## src/rtl/acc_datapath.sv

```systemverilog
// acc_datapath
// Execution datapath that sits below the multi-cycle controller. It holds
// two operand registers, a two-input ALU with operand muxes, a registered ALU
// result, a W-bit accumulator and a carry (link) bit. It reports the status
// flags that the controller uses for its skip and branch decisions.
//
// Ports:
//   clk, rst            clock; synchronous active-high reset
//   memdata [W-1:0]     memory read data, source for opnd1 and opnd2
//   pc      [W-1:0]     program counter, ALU A source when Asrc=00
//   Asrc    [1:0]       ALU A select: 00 pc, 01 accp, 10 opnd2, 11 zero
//   Bsrc                ALU B select: 0 constant 1, 1 opnd2
//   op                  ALU op: 0 AND, 1 ADD
//   ld1, ld2            load opnd1 / opnd2 from memdata
//   ldALUnext           load alureg from aluout
//   clearacc, compacc   clear / complement accumulator (clear first)
//   clearcy, compcy     clear / complement carry (clear first)
//   RL, RR              rotate {cy,acc} left / right by one
//   accwrite            load acc from aluout
//   cywrite             toggle cy by the ALU carry-out
//   aluout  [W-1:0]     combinational ALU result
//   alureg  [W-1:0]     registered ALU result
//   opnd1, opnd2        operand registers
//   acc     [W-1:0]     accumulator
//   cyout               carry / link bit
//   accminus, acczero   acc sign bit and acc == 0
//
// Strobes are level signals sampled on each rising clk edge. There is no
// handshake: every strobe that is high at an edge acts in that cycle.
module acc_datapath #(
    parameter int W = 12
) (
    input  logic         clk,
    input  logic         rst,
    input  logic [W-1:0] memdata,
    input  logic [W-1:0] pc,
    input  logic [1:0]   Asrc,
    input  logic         Bsrc,
    input  logic         op,
    input  logic         ld1,
    input  logic         ld2,
    input  logic         ldALUnext,
    input  logic         clearacc,
    input  logic         compacc,
    input  logic         clearcy,
    input  logic         compcy,
    input  logic         RL,
    input  logic         RR,
    input  logic         accwrite,
    input  logic         cywrite,
    output logic [W-1:0] aluout,
    output logic [W-1:0] alureg,
    output logic [W-1:0] opnd1,
    output logic [W-1:0] opnd2,
    output logic [W-1:0] acc,
    output logic         cyout,
    output logic         accminus,
    output logic         acczero
);

    localparam logic [W-1:0] ONE = {{(W-1){1'b0}}, 1'b1};

    logic         cy;
    logic [W-1:0] accp;
    logic         cyp;
    logic [W-1:0] alu_a;
    logic [W-1:0] alu_b;
    logic [W:0]   sum;
    logic         alu_c;
    logic [W-1:0] acc_next;
    logic         cy_next;

    // Clear and complement are applied before anything else. The ALU sees
    // accp, not raw acc, so a single cycle can do operations such as
    // "clear, complement, increment".
    always_comb begin
        accp = clearacc ? '0 : acc;
        accp = compacc ? ~accp : accp;
        cyp  = clearcy ? 1'b0 : cy;
        cyp  = compcy ? ~cyp : cyp;
    end

    always_comb begin
        alu_a = '0;
        case (Asrc)
            2'b00:   alu_a = pc;
            2'b01:   alu_a = accp;
            2'b10:   alu_a = opnd2;
            default: alu_a = '0;
        endcase
        alu_b = Bsrc ? opnd2 : ONE;
        sum   = {1'b0, alu_a} + {1'b0, alu_b};
        if (op) begin
            aluout = sum[W-1:0];
            alu_c  = sum[W];
        end else begin
            aluout = alu_a & alu_b;
            alu_c  = 1'b0;
        end
    end

    // An ALU write takes priority over a rotate. RL and RR together cancel
    // each other, and the clear/complement results are still written.
    always_comb begin
        acc_next = accp;
        cy_next  = cyp;
        if (accwrite || cywrite) begin
            if (accwrite) acc_next = aluout;
            if (cywrite)  cy_next  = cyp ^ alu_c;
        end else if (RL && !RR) begin
            acc_next = {accp[W-2:0], cyp};
            cy_next  = accp[W-1];
        end else if (RR && !RL) begin
            acc_next = {cyp, accp[W-1:1]};
            cy_next  = accp[0];
        end
    end

    always_ff @(posedge clk) begin
        if (rst) begin
            opnd1  <= '0;
            opnd2  <= '0;
            alureg <= '0;
            acc    <= '0;
            cy     <= 1'b0;
        end else begin
            if (ld1)       opnd1  <= memdata;
            if (ld2)       opnd2  <= memdata;
            if (ldALUnext) alureg <= aluout;
            acc <= acc_next;
            cy  <= cy_next;
        end
    end

    assign cyout    = cy;
    assign accminus = acc[W-1];
    assign acczero  = (acc == '0);

endmodule

```

## config.mk

```make
export PLATFORM = sky130hd
export DESIGN_NAME = acc_datapath
export DESIGN_NICKNAME = d
export VERILOG_FILES = /design/src/rtl/acc_datapath.sv
export SDC_FILE = /design/constraint.sdc
export NUM_CORES = 1
export LEC_CHECK = 0
export ABC_AREA = 1
export CORE_UTILIZATION = 44
export CTS_CLUSTER_SIZE = 40
export DETAILED_ROUTE_END_ITERATION = 8
export GPL_TIMING_DRIVEN = 0
export PLACE_DENSITY = 0.9
export SKIP_CTS_REPAIR_TIMING = 1
export SLEW_MARGIN = 20
export SYNTH_ARGS = -nofsm -noshare
export SYNTH_HDL_FRONTEND = slang
export SYNTH_SLANG_ARGS = --single-unit
```

## constraint.sdc

```tcl
create_clock -name clk -period 2.16 [get_ports clk]
set_clock_uncertainty 0.1 [all_clocks]
set_input_delay 0.216 -clock clk [delete_from_list [all_inputs] [get_ports clk]]
set_output_delay 0.216 -clock clk [all_outputs]
set_load 0.1 [all_outputs]
```

# Yosys cells after proc, flatten, opt, wreduce, memory -nomap -nowiden
# Index checks and enable logic that the tools add are counted.
dict set report word_totals {
  ff_bits 49
  latch_bits 0
  mem_bits_rw 0
  romBits 0
  inputBits 41
  out_inout_bits 63
  memories 0
}
dict set report classes {
  n_addsub 1
  n_mul 0
  div 0
  n_lt_le_gt_ge 0
  n_eq_ne 2
  shifts 0
  mux 16
  bitwise_logic 4
  reduce_logical 7
}
# operator count
set ops {}
lappend ops {{2-to-1 mux 12 bit} 8}
lappend ops {{case mux 12 bit (3 select lines)} 1}
lappend ops {{adder 12 x 12 -> 13 bit} 1}
lappend ops {{bitwise AND 12 bit} 1}
lappend ops {{logical NOT 12 bit} 1}
lappend ops {{inverter 12 bit} 1}
lappend ops {{2-to-1 mux 1 bit} 7}
lappend ops {{equality test 2 x 1 -> 1 bit, second input constant} 1}
lappend ops {{equality test 2 bit, second input constant} 1}
lappend ops {{logical AND 1 bit} 2}
lappend ops {{logical NOT 1 bit} 2}
lappend ops {{logical NOT 2 bit} 1}
lappend ops {{logical OR 1 bit} 1}
lappend ops {{inverter 1 bit} 1}
lappend ops {{XOR 1 bit} 1}

# Logic depth before layout (Yosys ltp)
# Gate-level depths: netlist of run 1.
dict set report depth {
  depth_word 9
  depth_mapped 19
  mapped_depth_nobuf 18
}

# Least setup slack after synthesis of run 1
# OpenSTA, ideal clock, no wires.
dict set report synth_timing {
  path_type {reg2reg}
  start {register acc[0]}
  end {register acc[0]}
  arrival_time_ns 4.585
  required_ns 1.995
  setup_slack_ns -2.590
  stages_incl_launch_ff 12
  n_path_buf 0
  cell_sequence {dfxtp_1 -> inv_1 -> o21ai_0 -> nand2_2 -> o211ai_1 -> ha_1 -> inv_1 -> o21ai_0 -> inv_1 -> o22ai_1 -> nor2_1 -> nor2_1}
}
dict set report synth_between {
  elab_chain_cells 8
  word_cells_on_any_way 11
  classes_between {1 x add/sub; 8 x mux; 2 x bitwise}
}
# element line
set synth_lines {}
lappend synth_lines {{start: declaration} 55} ;# output logic [W-1:0] acc,
lappend synth_lines {{start signal: assignment} 130} ;# acc <= acc_next;
lappend synth_lines {{2-to-1 mux 12 bit *} 77} ;# accp = clearacc ? '0 : acc;
lappend synth_lines {{inverter 12 bit} 78} ;# accp = compacc ? ~accp : accp;
lappend synth_lines {{2-to-1 mux 12 bit *} 78}
lappend synth_lines {{case mux 12 bit (3 select lines) *} 85} ;# case (Asrc)
lappend synth_lines {{adder 12 x 12 -> 13 bit / bitwise AND 12 bit (equally long branches)} {92, 97}}
lappend synth_lines {{2-to-1 mux 12 bit *} 93} ;# if (op) begin
lappend synth_lines {{net aluout[0]} 51} ;# output logic [W-1:0] aluout,
lappend synth_lines {{2-to-1 mux 12 bit *} 108} ;# if (accwrite) acc_next = aluout;
lappend synth_lines {{2-to-1 mux 12 bit *} 107} ;# if (accwrite || cywrite) begin
# Mark *: on every way through the listed nets, which the timed path passes. The rest lies on a longest branch.
# A chain may end at the register's enable or synchronous reset.

# Final worst setup path of run 1
dict set report layout_timing {
  start {register acc[9]}
  end {output aluout[10]}
}
dict set report layout_between {
  elab_chain_cells 6
}
# element line
set layout_lines {}
lappend layout_lines {{2-to-1 mux 12 bit *} 77}
lappend layout_lines {{inverter 12 bit} 78}
lappend layout_lines {{2-to-1 mux 12 bit *} 78}
lappend layout_lines {{case mux 12 bit (3 select lines) *} 85}
lappend layout_lines {{adder 12 x 12 -> 13 bit *} 92} ;# sum = {1'b0, alu_a} + {1'b0, alu_b};
lappend layout_lines {{2-to-1 mux 12 bit *} 93}
lappend layout_lines {{end: declaration} 51}
# Mark *: on every way between the ends. The rest lies on a longest branch, timed or not.

==> results by group, run 1 <==
Route
  • DR vias: 4904
  • Vias per inst: approximately 6
  • Drt wl/cell: 18.3 um
  • Final ANT Viol Nets: 0
  • DR DRC count: 6
  • Initial DRC count: 640
  • Drt total wl: 15.1 mm
  • DR pass1 iterations: 9

Clocking
  • Reg clk slew, reported paths: 0.10 ns
  • Deepest clock path buffer count: 2
  • H-Tree Depth: 2
  • Total CTS buffers: 5
  • Worst skew pair latency: 0.31 ns
  • CTS tree: built
  • CTS root buf: clkbuf_8
  • Clk sinks: 49

STA
  • Tmin final: 3.04 ns
  • Final hold viol count: 0
  • Worst Tran Pin Value: 1.02 ns
  • Worst setup margin: -0.876 ns
  • Relative slew slack: 32.0%
  • Fin crit share: 141%
  • Fin. max-slew vios: 0
  • Final setup violating endpoints: 37
  • Max Freq: ~330 MHz
  • RSZ-0062 raised after global routing: true

GRT
  • Number of global-route vias before repair: roughly 4200
  • GR Util All Layers: 29.3%
  • First-pass GRT wire length: 19.7 mm
  • Grt total ovfl: 0
  • Antenna violations before repair: 0
  • Largest net degree at the start of global routing: 17

Power and ir drop
  • Int Power: about 2.0 mW
  • Comb pwr share: 52.8%
  • Clk network pwr share: 19.2%
  • Power density cells: approximately 640 nW/um^2
  • P_sw: roughly 1.8 mW
  • Leakage: 2.85 nW
  • Flop pwr share: between 20% and 30%
  • IR drop worst, VDD: between 0.3 and 0.4 mV
  • Switching fraction of total power: a little under half
  • Overall power: approximately 3.7 mW

Cells and area
  • Proportion of layout cells with a drive suffix above 1: approximately 30%
  • Antenna cells: 0
  • Area grow syn2layout: 62.5%
  • Design Area, Final: 5800 sq um
  • Nets@finish: roughly 780
  • Post-Route Utilization: approximately three quarters
  • Final Non-Filler Cells: 823

Synth
  • Ys flop type: dfxtp_1
  • Gate Count Post-Synth: 582
  • Area contributors post-synth: dfxtp_1 27%, nand2_1 15%, nor2_1 9.1%
  • Seq cells post-synth: 49
  • Yosys top cell area share: 27.5%
  • Largest area contributor in the netlist: dfxtp_1
  • Post-Synthesis Net Count: between 600 and 700
  • Most numerous cell in the Yosys netlist: nand2_1
  • Post-synth EDFFs: 0
  • Ys async rst share: 0%
  • Cell variety after synth: 34
  • Synth cell count leaders: 138 x nand2_1, 87 x nor2_1, 80 x inv_1
  • Mapped Area: 3570 sq um
  • Avg Cell Area, Syn: about 6.1 sq um
  • Register area share after synthesis: 27.5%
  • Synth warn: 0

Worst setup path
  • WP data arrival: between 2 and 3 ns
  • Crit-path max FO: 4
  • CP Capture Type: output port
  • WS Path Type: reg2out
  • Crit start category: flip-flop
  • WP data required: 1.84 ns

Placement
  • Placed Area: 4980 sq um
  • Input/output buffers: around 100
  • Routability congestion estimate: 0.949
  • Pre-CTS WS: -2.12 ns
  • Detailed Place HPWL: approximately 9.7 mm
  • Placed Cells: between 700 and 800

Die
  • Die width: around 92 um
  • Initial Util: 45.8%
  • FP Rows: 32
  • Die ar.: 8480 sq um
  • Die H: 92.1 um
  • Total core area: about 7800 sq um
  • I/O pin cnt: 104

Run
  • Max_cap viols: 0

Status
  • Failing checks: design-rule violations, negative setup slack
  • Status: complete, but fails checks

Worst hold path
  • Worst Hold Class: reg2reg
==> path summary, 6_finish.rpt <==
check / end / start / depth (start not counted) / slack, ns
setup reg to reg: acc[6]$_SDFF_PP0_ / acc[0]$_SDFF_PP0_ / 17 / -0.44
hold reg to reg: alureg[2]$_SDFFE_PP0P_ / alureg[2]$_SDFFE_PP0P_ / 2 / 0.39
setup / recovery: aluout[10] / acc[9]$_SDFF_PP0_ / 14 / -0.88
hold / removal: alureg[2]$_SDFFE_PP0P_ / alureg[2]$_SDFFE_PP0P_ / 2 / 0.39
==> power groups by stage <==
stage / sequential (mW) / combinational [mW] / clock [mW]
2_1_floorplan: 1.55 / 0.736 / 0
3_3_place_gp: 1.05 / 1.63 / 0
3_5_place_dp: 1.06 / 1.65 / 0
4_1_cts: 1.04 / 1.66 / 0.710
5_1_grt: 1.05 / 2.04 / 0.740
6_report: 1.04 / 1.96 / 0.712
==> flip-flops by register name (all words and copies together) (netlist names) <==
name and cells:
cyout 1, opnd2 12, opnd1 12, alureg 12
acc 12
==> metal layers <==
metal  vias up  track usage, %  part of all wire, %
met1      2272            36.1                   36
met4         0            11.7                  7.0
met2       357            51.8                   48
met3       127            3.15                  9.2
li1       2148               -                    -
met5         -               0                    0
==> cells by family (layout without fill, tap and decap cells) <==
family / after synthesis / after routing / share of synthesized area, %
DFF: 49 / 49 / 27.5
and+or+nand+nor: 299 / 299 / 36.5
AOI/OAI and AO/OA: 104 / 104 / 17.0
xor gates and xnor gates: 5 / 5 / 1.65
adders and majority gates: 14 / 14 / 5.11
buffers and inverters: 111 / 250 / 12.3
==> cell type report <==
class                      instances  area, sq um
buffer                            23          131
clock buffer                       7          119
clock inverter                     1         8.76
fill                             538         2000
inverter                          88          372
multi-input combinational        422         2590
sequential                        49         1040
tap                              102          128
timing repair buffer             131         1410
==> stage by stage <==
| step | hold slack, ns | TNS (ns) |
|---|---|---|
| after global placement | 0.365 | -44.57 |
| final | 0.390 | -14.73 |
| after floorplan | 0.251 | -8.88 |
| after detailed placement | 0.366 | -46.98 |
| after global routing | 0.415 | -18.27 |
| after CTS | 0.393 | -40.05 |
==> placed cells by master (no fill, tap or decap), types with 3 or more instances in the layout <==
master,count
inv_1,63
clkbuf_4,3
nor2_1,81
nand3_2,15
dlymetal6s2s_1,18
dfxtp_1,25
o211ai_1,20
clkdlybuf4s50_1,71
clkbuf_1,11
a21oi_1,18
o21ai_4,4
ha_2,6
nand4_1,6
a21oi_2,6
nand3_1,30
nor2_2,5
clkbuf_8,5
inv_2,15
o22ai_1,7
dfxtp_2,12
ha_1,6
nand2_2,33
o21ai_1,12
clkinvlp_4,5
buf_12,11
nand3_4,6
buf_2,5
nand2_1,104
nand2_4,9
buf_6,6
buf_4,26
nor2_4,3
dfxtp_4,12
o21ai_0,27
==> critical path, cell delays in order (launching register included) <==
cell        delay [ns]
dfxtp_4           0.37
inv_2             0.05
o21ai_2           0.17
nand2_2           0.13
o211ai_1          0.20
ha_1              0.32
inv_2             0.11
o21ai_1           0.10
nor2_1            0.19
nand3_1           0.15
nand2_1           0.12
nand3_2           0.09
nand2_2           0.13
clkinvlp_4        0.11
buf_12            0.17
(Power assumes the default switching activity.)
==> run 2, diff against run 1 <==
--- a/config.mk
+++ b/config.mk
@@ -7,10 +7,11 @@
 export LEC_CHECK = 0
 export ABC_AREA = 1
 export CORE_UTILIZATION = 44
-export CTS_CLUSTER_SIZE = 40
+export CTS_CLUSTER_SIZE = 25
 export DETAILED_ROUTE_END_ITERATION = 8
 export GPL_TIMING_DRIVEN = 0
 export PLACE_DENSITY = 0.9
+export SETUP_SLACK_MARGIN = 0.2
 export SKIP_CTS_REPAIR_TIMING = 1
 export SLEW_MARGIN = 20
 export SYNTH_ARGS = -nofsm -noshare
==> constraint.sdc (replaced) <==
create_clock -name clk -period 2.16 [get_ports clk]
set_clock_uncertainty 0.1 [all_clocks]
set_input_delay 0.216 -clock clk [delete_from_list [all_inputs] [get_ports clk]]
set_output_delay 0.216 -clock clk [all_outputs]
set_load 0.01 [all_outputs]
==> run 2 against run 1 <==
The flow finishes with violations (negative setup slack). Count of clock-buffer cells in the layout shrank 2. Final cell count grew 1.5%. Register-to-register slack gained 0.05 ns. Combinational power shrank 38%. Critical path depth is the same. Power shrank 24%. Wire length shrank 11%. Non-clock buffer count grew 12. First-iteration DRC count shrank 23%. Clock power shrank 20%. Sequential power is essentially flat. Final area shrank 3.0%. Critical endpoint is now aluout[7].
==> results by group, run 2 (same netlist as run 1, synthesis figures left out) <==
Status
  • Status: complete, but fails checks
  • Failing checks: negative setup slack

Placement
  • Placed Area: 4820 sq um
  • Routability congestion estimate: 0.924
  • Placed Cells: 787
  • Input/output buffers: 103
  • Detailed Place HPWL: 9.60 mm
  • Pre-CTS WS: -1.69 ns

Power and ir drop
  • IR drop worst, VDD: 0.341 mV
  • Leakage: 2.68 nW
  • Power density cells: 500 nW/um^2
  • Overall power: 2.82 mW

Worst setup path
  • Most frequent CP cell: nand2_1
  • WS Path Type: reg2out
  • CP max stage cell: dfxtp_4
  • Crit-path max FO: 6
  • WP data required: 1.84 ns
  • Cell chain of the critical path: inv_4, o21ai_4, nand2_2, o211ai_1, ha_4, nand3_4, nand3_4, nand2_1, nand2_1, xnor2_1, nand2_1, nand2_1, inv_1, clkbuf_2
  • CP Capture Type: output port
  • WP data arrival: 2.59 ns
  • CP peak stage delay: 0.38 ns
  • R2r setup slk: -0.39 ns
  • Crit start category: flip-flop

Clocking
  • Worst skew pair latency: 0.31 ns
  • H-Tree Depth: 2
  • Clk sinks: 49
  • CTS root buf: clkbuf_8
  • Total CTS buffers: 5
  • CTS tree: built
  • Deepest clock path buffer count: 2
  • Reg clk slew, reported paths: 0.09 ns

STA
  • RSZ-0062 raised after global routing: true
  • Fin crit share: 134%
  • Worst setup margin: -0.743 ns
  • Final setup violating endpoints: 37
  • Final hold viol count: 0
  • Max Freq: 345 MHz
  • Relative slew slack: 59.1%
  • Total negative setup slack: -12.53 ns
  • Worst Tran Pin Value: ~0.61 ns
  • Worst hold margin: 0.398 ns
  • Fin. max-slew vios: 0
  • Tmin final: approximately 2.9 ns

Cells and area
  • Area occupied by multi-input gates: 2580 sq um
  • Design Area, Final: 5630 sq um
  • Commonest non-fill, non-tap cell in the layout: nand2_1
  • Storage element area: 1000 sq um
  • # fillers: 606
  • Commonest non-fill, non-tap cells in the layout: 108 x nand2_1, 87 x clkdlybuf4s50_1, 79 x nor2_1, 71 x inv_1, 40 x dfxtp_1
  • Proportion of layout cells with a drive suffix above 1: 28.1%
  • Post-Route Utilization: 72.1%
  • Final Non-Filler Cells: 835
  • Antenna cells: 0
  • Nets@finish: 787
  • Area grow syn2layout: 57.5%

GRT
  • Grt total ovfl: 0
  • First-pass GRT wire length: about 19 mm
  • Number of global-route vias before repair: 4096
  • Largest net degree at the start of global routing: 17
  • GR Util All Layers: 28.4%
  • Antenna violations before repair: 0

Route
  • Drt total wl: 13.4 mm
  • DR vias: 4613
  • Initial DRC count: 492
  • Drt wl/cell: 16.1 um
  • DR DRC count: 0
  • Final ANT Viol Nets: 0
  • DR pass1 iterations: 5
  • Vias per inst: approximately 5.5

Worst hold path
  • Worst Hold Class: reg2reg

Die
  • Initial Util: 45.8%
  • FP Rows: 32
  • Die width: 92.1 um
  • Die ar.: ~8500 sq um
  • I/O pin cnt: 104
  • Die H: 92.1 um
  • Total core area: 7810 sq um

Run
  • Max_cap viols: 0
[run 2: cell count changes in the layout (fill, tap and decap cells not counted), moves of 7 or more]
cell | before | now
clkdlybuf4s50_1 | 71 | 87
dfxtp_1 | 25 | 40
dlymetal6s2s_1 | 18 | 3
buf_12 | 11 | 0
buf_6 | 6 | 15
buf_4 | 26 | 34
dfxtp_4 | 12 | 4
inv_1 | 63 | 71
dfxtp_2 | 12 | 5
[run 2: worst paths after layout]
path,from,end,cells after the start
worst max-delay path,acc[2]$_SDFF_PP0_,aluout[7],14
worst min-delay path,alureg[0]$_SDFFE_PP0P_,alureg[0]$_SDFFE_PP0P_,2
worst max register to register,acc[5]$_SDFF_PP0_,alureg[8]$_SDFFE_PP0P_,15
worst min register to register,alureg[0]$_SDFFE_PP0P_,alureg[0]$_SDFFE_PP0P_,2
[run 2: area by class of cell]
type / instances / area share [%]
plain buffers: 23 / 2.36
clock buffers: 5 / 1.22
multi-input cells: 422 / 45.9
inverters: 88 / 6.25
repair buffers: 143 / 23.9
well taps: 102 / 2.27
flip-flops and latches: 49 / 17.8
clock inverters: 3 / 0.356
[run 2: metal layers]
metal / global-route usage [%] / wire length [um]
met5: 0 / 0
met4: 12.8 / 596
met3: 3.98 / 906
met1: 34.6 / 5320
met2: 49.4 / 6600
[run 2: critical path, delay by kind of cell (launching register included)]
| family | cells | cell delay, ns |
|---|---|---|
| AOI/OAI and AO/OA | 2 | 0.50 |
| DFF | 1 | 0.38 |
| adders and majority gates | 1 | 0.30 |
| and+or+nand+nor | 7 | 0.69 |
| xor gates and xnor gates | 1 | 0.19 |
| buffers and inverters | 3 | 0.21 |
[run 2: power breakdown]
part / switching [mW] / internal, mW
clock network: 0.338 / 0.232
registers: 0.0603 / 0.975
logic: 0.650 / 0.561
